**config.mk**
```make
export PLATFORM = sky130hd
export DESIGN_NAME = fetch_sequencer
export DESIGN_NICKNAME = d
export VERILOG_FILES = /design/src/rtl/core_pkg.sv /design/src/rtl/pc_next.sv /design/src/rtl/fetch_sequencer.sv
export SDC_FILE = /design/constraint.sdc
export NUM_CORES = 1
export LEC_CHECK = 0
export BUFFER_PORTS_ARGS = -buffer_cell sky130_fd_sc_hd__clkbuf_2
export CORE_MARGIN = 4
export CORE_UTILIZATION = 52
export CTS_BUF_LIST = sky130_fd_sc_hd__clkbuf_4
export DETAILED_ROUTE_END_ITERATION = 12
export HOLD_SLACK_MARGIN = 0.1
export PLACE_DENSITY = 0.93
export RECOVER_POWER = 50
export SYNTH_ARGS = -nofsm -noshare
export SYNTH_HDL_FRONTEND = slang
export SYNTH_SLANG_ARGS = --single-unit
```
**constraint.sdc**
```tcl
create_clock -name clk -period 2.74 [get_ports clk]
set_clock_uncertainty 0.2 [all_clocks]
set_input_delay 0.137 -clock clk [delete_from_list [all_inputs] [get_ports clk]]
set_output_delay 0.137 -clock clk [all_outputs]
set_load 0.01 [all_outputs]
```
**src/rtl/core_pkg.sv**
```systemverilog
// Shared definitions for the core's fetch path.
//   PC_W          : default program counter / instruction address width
//   br_kind_t     : branch kind presented by decode with an accepted instruction
//   fetch_state_t : fetch sequencer state encoding (2 bits)
//   branch_taken  : resolves a branch kind against the condition flag
package core_pkg;

    localparam int PC_W = 12;

    typedef enum logic [1:0] {
        BR_NONE   = 2'b00,  // fall through
        BR_JC     = 2'b01,  // taken when jcnd = 1
        BR_JNC    = 2'b10,  // taken when jcnd = 0
        BR_ALWAYS = 2'b11   // unconditional
    } br_kind_t;

    typedef enum logic [1:0] {
        IDLE  = 2'd0,
        FETCH = 2'd1,
        ISSUE = 2'd2,
        HALT  = 2'd3
    } fetch_state_t;

    function automatic logic branch_taken(input br_kind_t kind, input logic jcnd);
        logic t;
        t = 1'b0;
        case (kind)
            BR_NONE:   t = 1'b0;
            BR_JC:     t = jcnd;
            BR_JNC:    t = ~jcnd;
            BR_ALWAYS: t = 1'b1;
            default:   t = 1'b0;
        endcase
        return t;
    endfunction

endpackage

```
**src/rtl/pc_next.sv**
```systemverilog
// Combinational next-PC select.
//   pc      : current program counter
//   br_kind : branch kind (see core_pkg::br_kind_t)
//   jcnd    : branch condition flag
//   target  : absolute branch target
//   taken   : branch resolved as taken
//   next_pc : target when taken, else pc + 1 wrapping modulo 2^D
module pc_next
    import core_pkg::*;
#(
    parameter int D = PC_W
) (
    input  logic [D-1:0] pc,
    input  logic [1:0]   br_kind,
    input  logic         jcnd,
    input  logic [D-1:0] target,
    output logic         taken,
    output logic [D-1:0] next_pc
);

    assign taken   = branch_taken(br_kind_t'(br_kind), jcnd);
    // Sequential increment relies on natural D-bit truncation for the wrap.
    assign next_pc = taken ? target : (pc + D'(1));

endmodule

```
**src/rtl/fetch_sequencer.sv**
```systemverilog
// Fetch sequencer: owns the program counter, requests instruction memory,
// hands each fetched word to decode over a valid/ready handshake, and applies
// branch redirects, halt and fetch-timeout error.
//   clk, reset               : clock (rising edge), asynchronous active-low reset
//   start, start_pc          : begin execution at start_pc (IDLE/HALT only)
//   imem_req/addr/ack/rdata  : instruction memory request / response
//   instr_valid/ready        : handshake with decode
//   instr, instr_pc          : registered instruction word and its address
//   br_kind, jcnd, target    : branch info, sampled with the accepted instr
//   halt_req                 : stop after the accepted instr
//   prog_ctr                 : current PC
//   done, err                : halted / halted by fetch timeout
//   retired                  : saturating count of accepted instructions
// One instruction every two cycles at best (FETCH then ISSUE), no prefetch.
// Every output is a register or a decode of the state register.
module fetch_sequencer
    import core_pkg::*;
#(
    parameter int D   = PC_W,
    parameter int IW  = 9,
    parameter int TMO = 15,
    parameter int CW  = 16
) (
    input  logic          clk,
    input  logic          reset,
    input  logic          start,
    input  logic [D-1:0]  start_pc,
    output logic          imem_req,
    output logic [D-1:0]  imem_addr,
    input  logic          imem_ack,
    input  logic [IW-1:0] imem_rdata,
    output logic          instr_valid,
    input  logic          instr_ready,
    output logic [IW-1:0] instr,
    output logic [D-1:0]  instr_pc,
    input  logic [1:0]    br_kind,
    input  logic          jcnd,
    input  logic [D-1:0]  target,
    input  logic          halt_req,
    output logic [D-1:0]  prog_ctr,
    output logic          done,
    output logic          err,
    output logic [CW-1:0] retired
);

    localparam logic [1:0] S_IDLE  = IDLE;
    localparam logic [1:0] S_FETCH = FETCH;
    localparam logic [1:0] S_ISSUE = ISSUE;
    localparam logic [1:0] S_HALT  = HALT;

    localparam int          TW       = (TMO < 2) ? 1 : $clog2(TMO);
    // Last no-ack cycle before giving up: counter holds the number of
    // completed no-ack cycles, so the TMO-th one sees TMO-1.
    localparam logic [TW-1:0] TMO_LAST = TW'(TMO - 1);

    logic [1:0]    state_reg,    state_next;
    logic [TW-1:0] tmo_cnt_reg,  tmo_cnt_next;
    logic [D-1:0]  prog_ctr_reg, prog_ctr_next;
    logic [IW-1:0] instr_reg,    instr_next;
    logic [D-1:0]  instr_pc_reg, instr_pc_next;
    logic [CW-1:0] retired_reg,  retired_next;
    logic          err_reg,      err_next;

    logic [D-1:0]  pc_after;
    logic          br_taken;

    pc_next #(.D(D)) u_pc_next (
        .pc      (prog_ctr_reg),
        .br_kind (br_kind),
        .jcnd    (jcnd),
        .target  (target),
        .taken   (br_taken),
        .next_pc (pc_after)
    );

    always_comb begin
        state_next    = state_reg;
        tmo_cnt_next  = tmo_cnt_reg;
        prog_ctr_next = prog_ctr_reg;
        instr_next    = instr_reg;
        instr_pc_next = instr_pc_reg;
        retired_next  = retired_reg;
        err_next      = err_reg;

        case (state_reg)
            S_IDLE, S_HALT: begin
                if (start) begin
                    prog_ctr_next = start_pc;
                    retired_next  = '0;
                    err_next      = 1'b0;
                    tmo_cnt_next  = '0;
                    state_next    = S_FETCH;
                end
            end

            S_FETCH: begin
                // An ack in the final timeout cycle still wins.
                if (imem_ack) begin
                    instr_next    = imem_rdata;
                    instr_pc_next = prog_ctr_reg;
                    tmo_cnt_next  = '0;
                    state_next    = S_ISSUE;
                end else if (tmo_cnt_reg == TMO_LAST) begin
                    err_next     = 1'b1;
                    tmo_cnt_next = '0;
                    state_next   = S_HALT;
                end else begin
                    tmo_cnt_next = tmo_cnt_reg + TW'(1);
                end
            end

            S_ISSUE: begin
                if (instr_ready) begin
                    if (retired_reg != '1) begin
                        retired_next = retired_reg + CW'(1);
                    end
                    // Halt takes priority over any branch on the same instr.
                    if (halt_req) begin
                        state_next = S_HALT;
                    end else begin
                        prog_ctr_next = pc_after;
                        tmo_cnt_next  = '0;
                        state_next    = S_FETCH;
                    end
                end
            end

            default: begin
                state_next = S_IDLE;
            end
        endcase
    end

    always_ff @(posedge clk or negedge reset) begin
        if (!reset) begin
            state_reg    <= S_IDLE;
            tmo_cnt_reg  <= '0;
            prog_ctr_reg <= '0;
            instr_reg    <= '0;
            instr_pc_reg <= '0;
            retired_reg  <= '0;
            err_reg      <= 1'b0;
        end else begin
            state_reg    <= state_next;
            tmo_cnt_reg  <= tmo_cnt_next;
            prog_ctr_reg <= prog_ctr_next;
            instr_reg    <= instr_next;
            instr_pc_reg <= instr_pc_next;
            retired_reg  <= retired_next;
            err_reg      <= err_next;
        end
    end

    // br_taken is informational here; the select already folds it in.
    logic unused_taken;
    assign unused_taken = br_taken;

    assign imem_req    = (state_reg == S_FETCH);
    assign imem_addr   = prog_ctr_reg;
    assign instr_valid = (state_reg == S_ISSUE);
    assign instr       = instr_reg;
    assign instr_pc    = instr_pc_reg;
    assign prog_ctr    = prog_ctr_reg;
    assign done        = (state_reg == S_HALT);
    assign err         = err_reg;
    assign retired     = retired_reg;

endmodule
```
==> summary.md <==
| Metric | Value |
|---|---|
| Status | `finished, final reports clean` |
| Required @ worst endpoint | `~2900 ps` |
| DIE AREA | `roughly 7200 sq um` |
| DP Worst Slack | `227 ps` |
| Vias in the first global route | `approximately 3100` |
| Final setup viols | `0` |
| DRT Pass-1 Iters | `5` |
| Post-Synth Simple-Gate Area | `between 10% and 20%` |
| Critical path peak fanout | `14` |
| Number of flip-flops in the largest register | `16` |
| Die X | `85.1 microns` |
| Distinct cells, synth | `47` |
| Starting DRC count in detailed routing | `~400` |
| Worst Hold Depth | `5` |
| Slew Viols, Final | `0` |
| Final HPWL DP | `between 5000 and 6000 microns` |
| H-tree levels | `2` |
| # IOs | `between 100 and 150` |
| Worst Path Arrival | `2690 ps` |
| Cells along the critical path | `inv_1, ha_2, buf_4, inv_1, a21oi_1, a21oi_1, dlygate4sd3_1, o21ai_0` |
| Setup CP Type | `reg -> reg` |
| Switching pwr | `1.56 mW` |
| Clk_lat worst skew | `between 300 and 400 ps` |
| Kind of cell adding the most delay to the critical path | `buffers and inverters` |
| Worst path bufs/invs | `4` |
| Hold Slack | `between 100 and 150 ps` |
| Hold path startpoint | `br_kind[1]` |
| EDFF count, synth | `0` |
| R2R Setup Slk | `160 ps` |
| Initial antenna violation count | `0` |
| Placer Congestion | `0.951` |
| R2R depth | `8` |
| DR vias | `between 3000 and 4000` |
| Final hold vios | `0` |
| Setup total negative slack | `0 ps` |
| Drc violations | `0` |
| Min-Delay Path Class | `in -> reg` |
| Fillers | `420` |
| Max Freq | `0.388 GHz` |
| Comb power frac | `49.1%` |
| Final core utilization | `between 70% and 80%` |
| Root buf cell | `clkbuf_4` |
| Int Power | `a little over 2 mW` |
| GR Util met2 | `roughly 45%` |
| Initial Utilization | `between 50% and 60%` |
| Critical-path top delay cell | `dlygate4sd3_1` |
| Clock slew seen by the registers of the worst setup and hold paths | `about 160 ps` |
| Hold path endpoint | `imem_addr[9]$_DFFE_PN0P_` |
| RR Startpoint | `state_reg[0]$_DFFE_PN0P_` |
| Minimum clock period | `around 2600 ps` |
| Area Growth Syn to Fin | `30.9%` |
| GRT Overall Usage | `roughly 26%` |
| Num rows | `27` |
| GR peak layer | `met2` |
| Share of layout cells above drive strength 1 | `roughly a fifth` |
| Synthesized cell area | `3090 sq um` |
| Cells after Synth | `between 300 and 400` |
| Mux share of post-synthesis cell area | `roughly a tenth` |
| Vias per std cell | `~6` |
| Post-DR wirelength/cell | `17.1 microns` |
| Critical Path Start Type | `flop` |
| Syn Nets | `approximately 370` |
| Crit-path max cell delay | `approximately 600 ps` |
| Met3 Track Usage GR | `between 5 and 6%` |
| Crit. End Element | `flop` |
| Ys Warns | `0` |
| Ys async rst share | `100%` |
| Max-cap violation count | `0` |
| Period utilization | `a little over nine tenths` |
| Adder-Cell Fraction of Synth Area | `2.84%` |
| Num CTS Buffers | `5` |
| Pwr Total | `3.59 mW` |
| Most frequent cells in the layout | `clkbuf_1 (64), dfrtp_1 (56), dlygate4sd3_1 (43), clkbuf_2 (43), nand2_1 (41)` |
| XOR/XNOR Fraction of Synth Area | `2.55%` |
| Slew headroom | `around a third` |
| Congestion Overflow GR | `0` |
| Synth Area in Compound Gates | `~15%` |
| DRT antenna net count | `0` |
| Leakage | `about 1.8 nW` |
| Die Y | `between 80 and 90 microns` |
| TritonCTS clock tree | `built` |
| Largest family of logic cells by synthesized area | `simple AND/OR/NAND/NOR gates` |
| RR Endpoint | `imem_addr[1]$_DFFE_PN0P_` |
| Largest net degree at the start of global routing | `20` |
| Avg Cell Area, Syn | `approximately 9.6 sq um` |
| Post-synthesis register bit count | `56` |
| Switching share of power | `roughly 43%` |
| Final worst setup slack | `161 ps` |
| Worst-Margin Slew | `around 1000 ps` |
| Clk pwr share | `12.3%` |
| First-pass GRT wire length | `15100 microns` |
| CTS sink count | `56` |
| Top_reg_cell synth | `dfrtp_1` |
| Pwr/cell area | `889 nW/um^2` |
| I/O Buffers | `between 100 and 150` |
| Nets | `roughly 510` |
| Flop pwr share | `approximately 39%` |
| Bufs on Longest Clock Path | `2` |
| Routed wire length | `between 9000 and 10000 microns` |
| Met1 Use GR | `a little under a third` |
| Sequential share of the synthesized area | `a little under half` |
| CORE AREA | `5640 sq um` |
| Commonest non-fill, non-tap cell in the layout | `clkbuf_1` |
| RSZ-0062 raised after global routing | `false` |
| Maximum vdd drop | `about 0.58 mV` |
==> per-stage QoR <==
stage	std cells	cell area [sq um]
final	537	4040
after global routing	536	4040
after global placement	485	3620
after CTS	536	4120
after floorplan	323	3090
after detailed placement	485	3620
==> routing by layer <==
layer  vias up  routed length, microns
li1       1418                       -
met1      1479                    3380
met2       225                    4730
met3        44                     772
met4         0                     325
met5         -                       0
==> power groups by stage <==
stage                     clock, mW  sequential, mW  combinational (mW)
after floorplan                   0            1.46                1.11
after global placement            0            1.37                1.63
after detailed placement          0            1.39                1.69
after CTS                     0.446            1.37                1.79
after global routing          0.487            1.43                1.93
final                         0.441            1.39                1.76
==> worst max path at each step <==
stage	startpoint	endpoint	slack [ps]	depth (start not counted)
after floorplan	state_reg[0]$_DFFE_PN0P_	imem_addr[6]$_DFFE_PN0P_	540	8
after global placement	state_reg[0]$_DFFE_PN0P_	retired[13]$_DFFE_PN0P_	420	7
after detailed placement	state_reg[0]$_DFFE_PN0P_	retired[13]$_DFFE_PN0P_	230	7
after CTS	state_reg[0]$_DFFE_PN0P_	imem_addr[4]$_DFFE_PN0P_	130	9
after global routing	state_reg[0]$_DFFE_PN0P_	imem_addr[1]$_DFFE_PN0P_	40	8
final	state_reg[0]$_DFFE_PN0P_	imem_addr[1]$_DFFE_PN0P_	160	8
==> Yosys cell counts, types with 3 or more instances <==
cell type  number  area [sq um]
dfrtp_1        56          1400
nand2_1        41           154
o21ai_0        28           140
a21oi_1        21           105
nor2_1         21          78.8
mux2_2         20           225
nand3_1        18          90.1
buf_4          12          90.1
mux2i_1         8          80.1
ha_1            7          87.6
nor3_1          7          35.0
clkbuf_1        6          22.5
inv_1           6          22.5
xnor2_1         6          52.6
and3_1          5          31.3
nand2b_1        5          31.3
or2_2           5          31.3
or4_1           4          30.0
a21o_1          3          22.5
buf_2           3          15.0
o21ai_1         3          15.0
o31ai_1         3          22.5
xor2_1          3          26.3
==> what timing repair did <==
| item | in CTS | in global routing |
|---|---|---|
| endpoints found under the setup margin | 0 | 10 |
| gates resized for setup | 0 | 1 |
| hold buffers | 43 | 0 |
| setup buffers | 0 | 0 |
| hold endpoints to repair | 82 | 0 |
==> worst min-delay path: stages <==
cell	delay, ps
clkbuf_2	90
mux2i_1	60
buf_4	200
o211ai_1	100
a31oi_1	90
==> cell type report <==
class	instances	area (sq um)	area share (%)
Multi-Input combinational cell	237	1510	37.4
Sequential cell	56	1400	34.7
Timing Repair Buffer	157	938	23.2
Tap cell	72	90.1	2.23
Clock buffer	5	37.5	0.928
Clock inverter	3	37.5	0.928
Inverter	6	22.5	0.557
Antenna cell	1	2.50	0.0619
==> cells by family (layout without fill, tap and decap cells) <==
kind of cell | Yosys count | in the layout
mux | 28 | 28
compound gates | 75 | 75
xor+xnor | 9 | 9
other cells | 0 | 1
buf+inv | 30 | 171
fa+ha+maj | 7 | 7
flops | 56 | 56
simple gates | 118 | 118
Note: power is estimated with default switching activity, not from simulation.
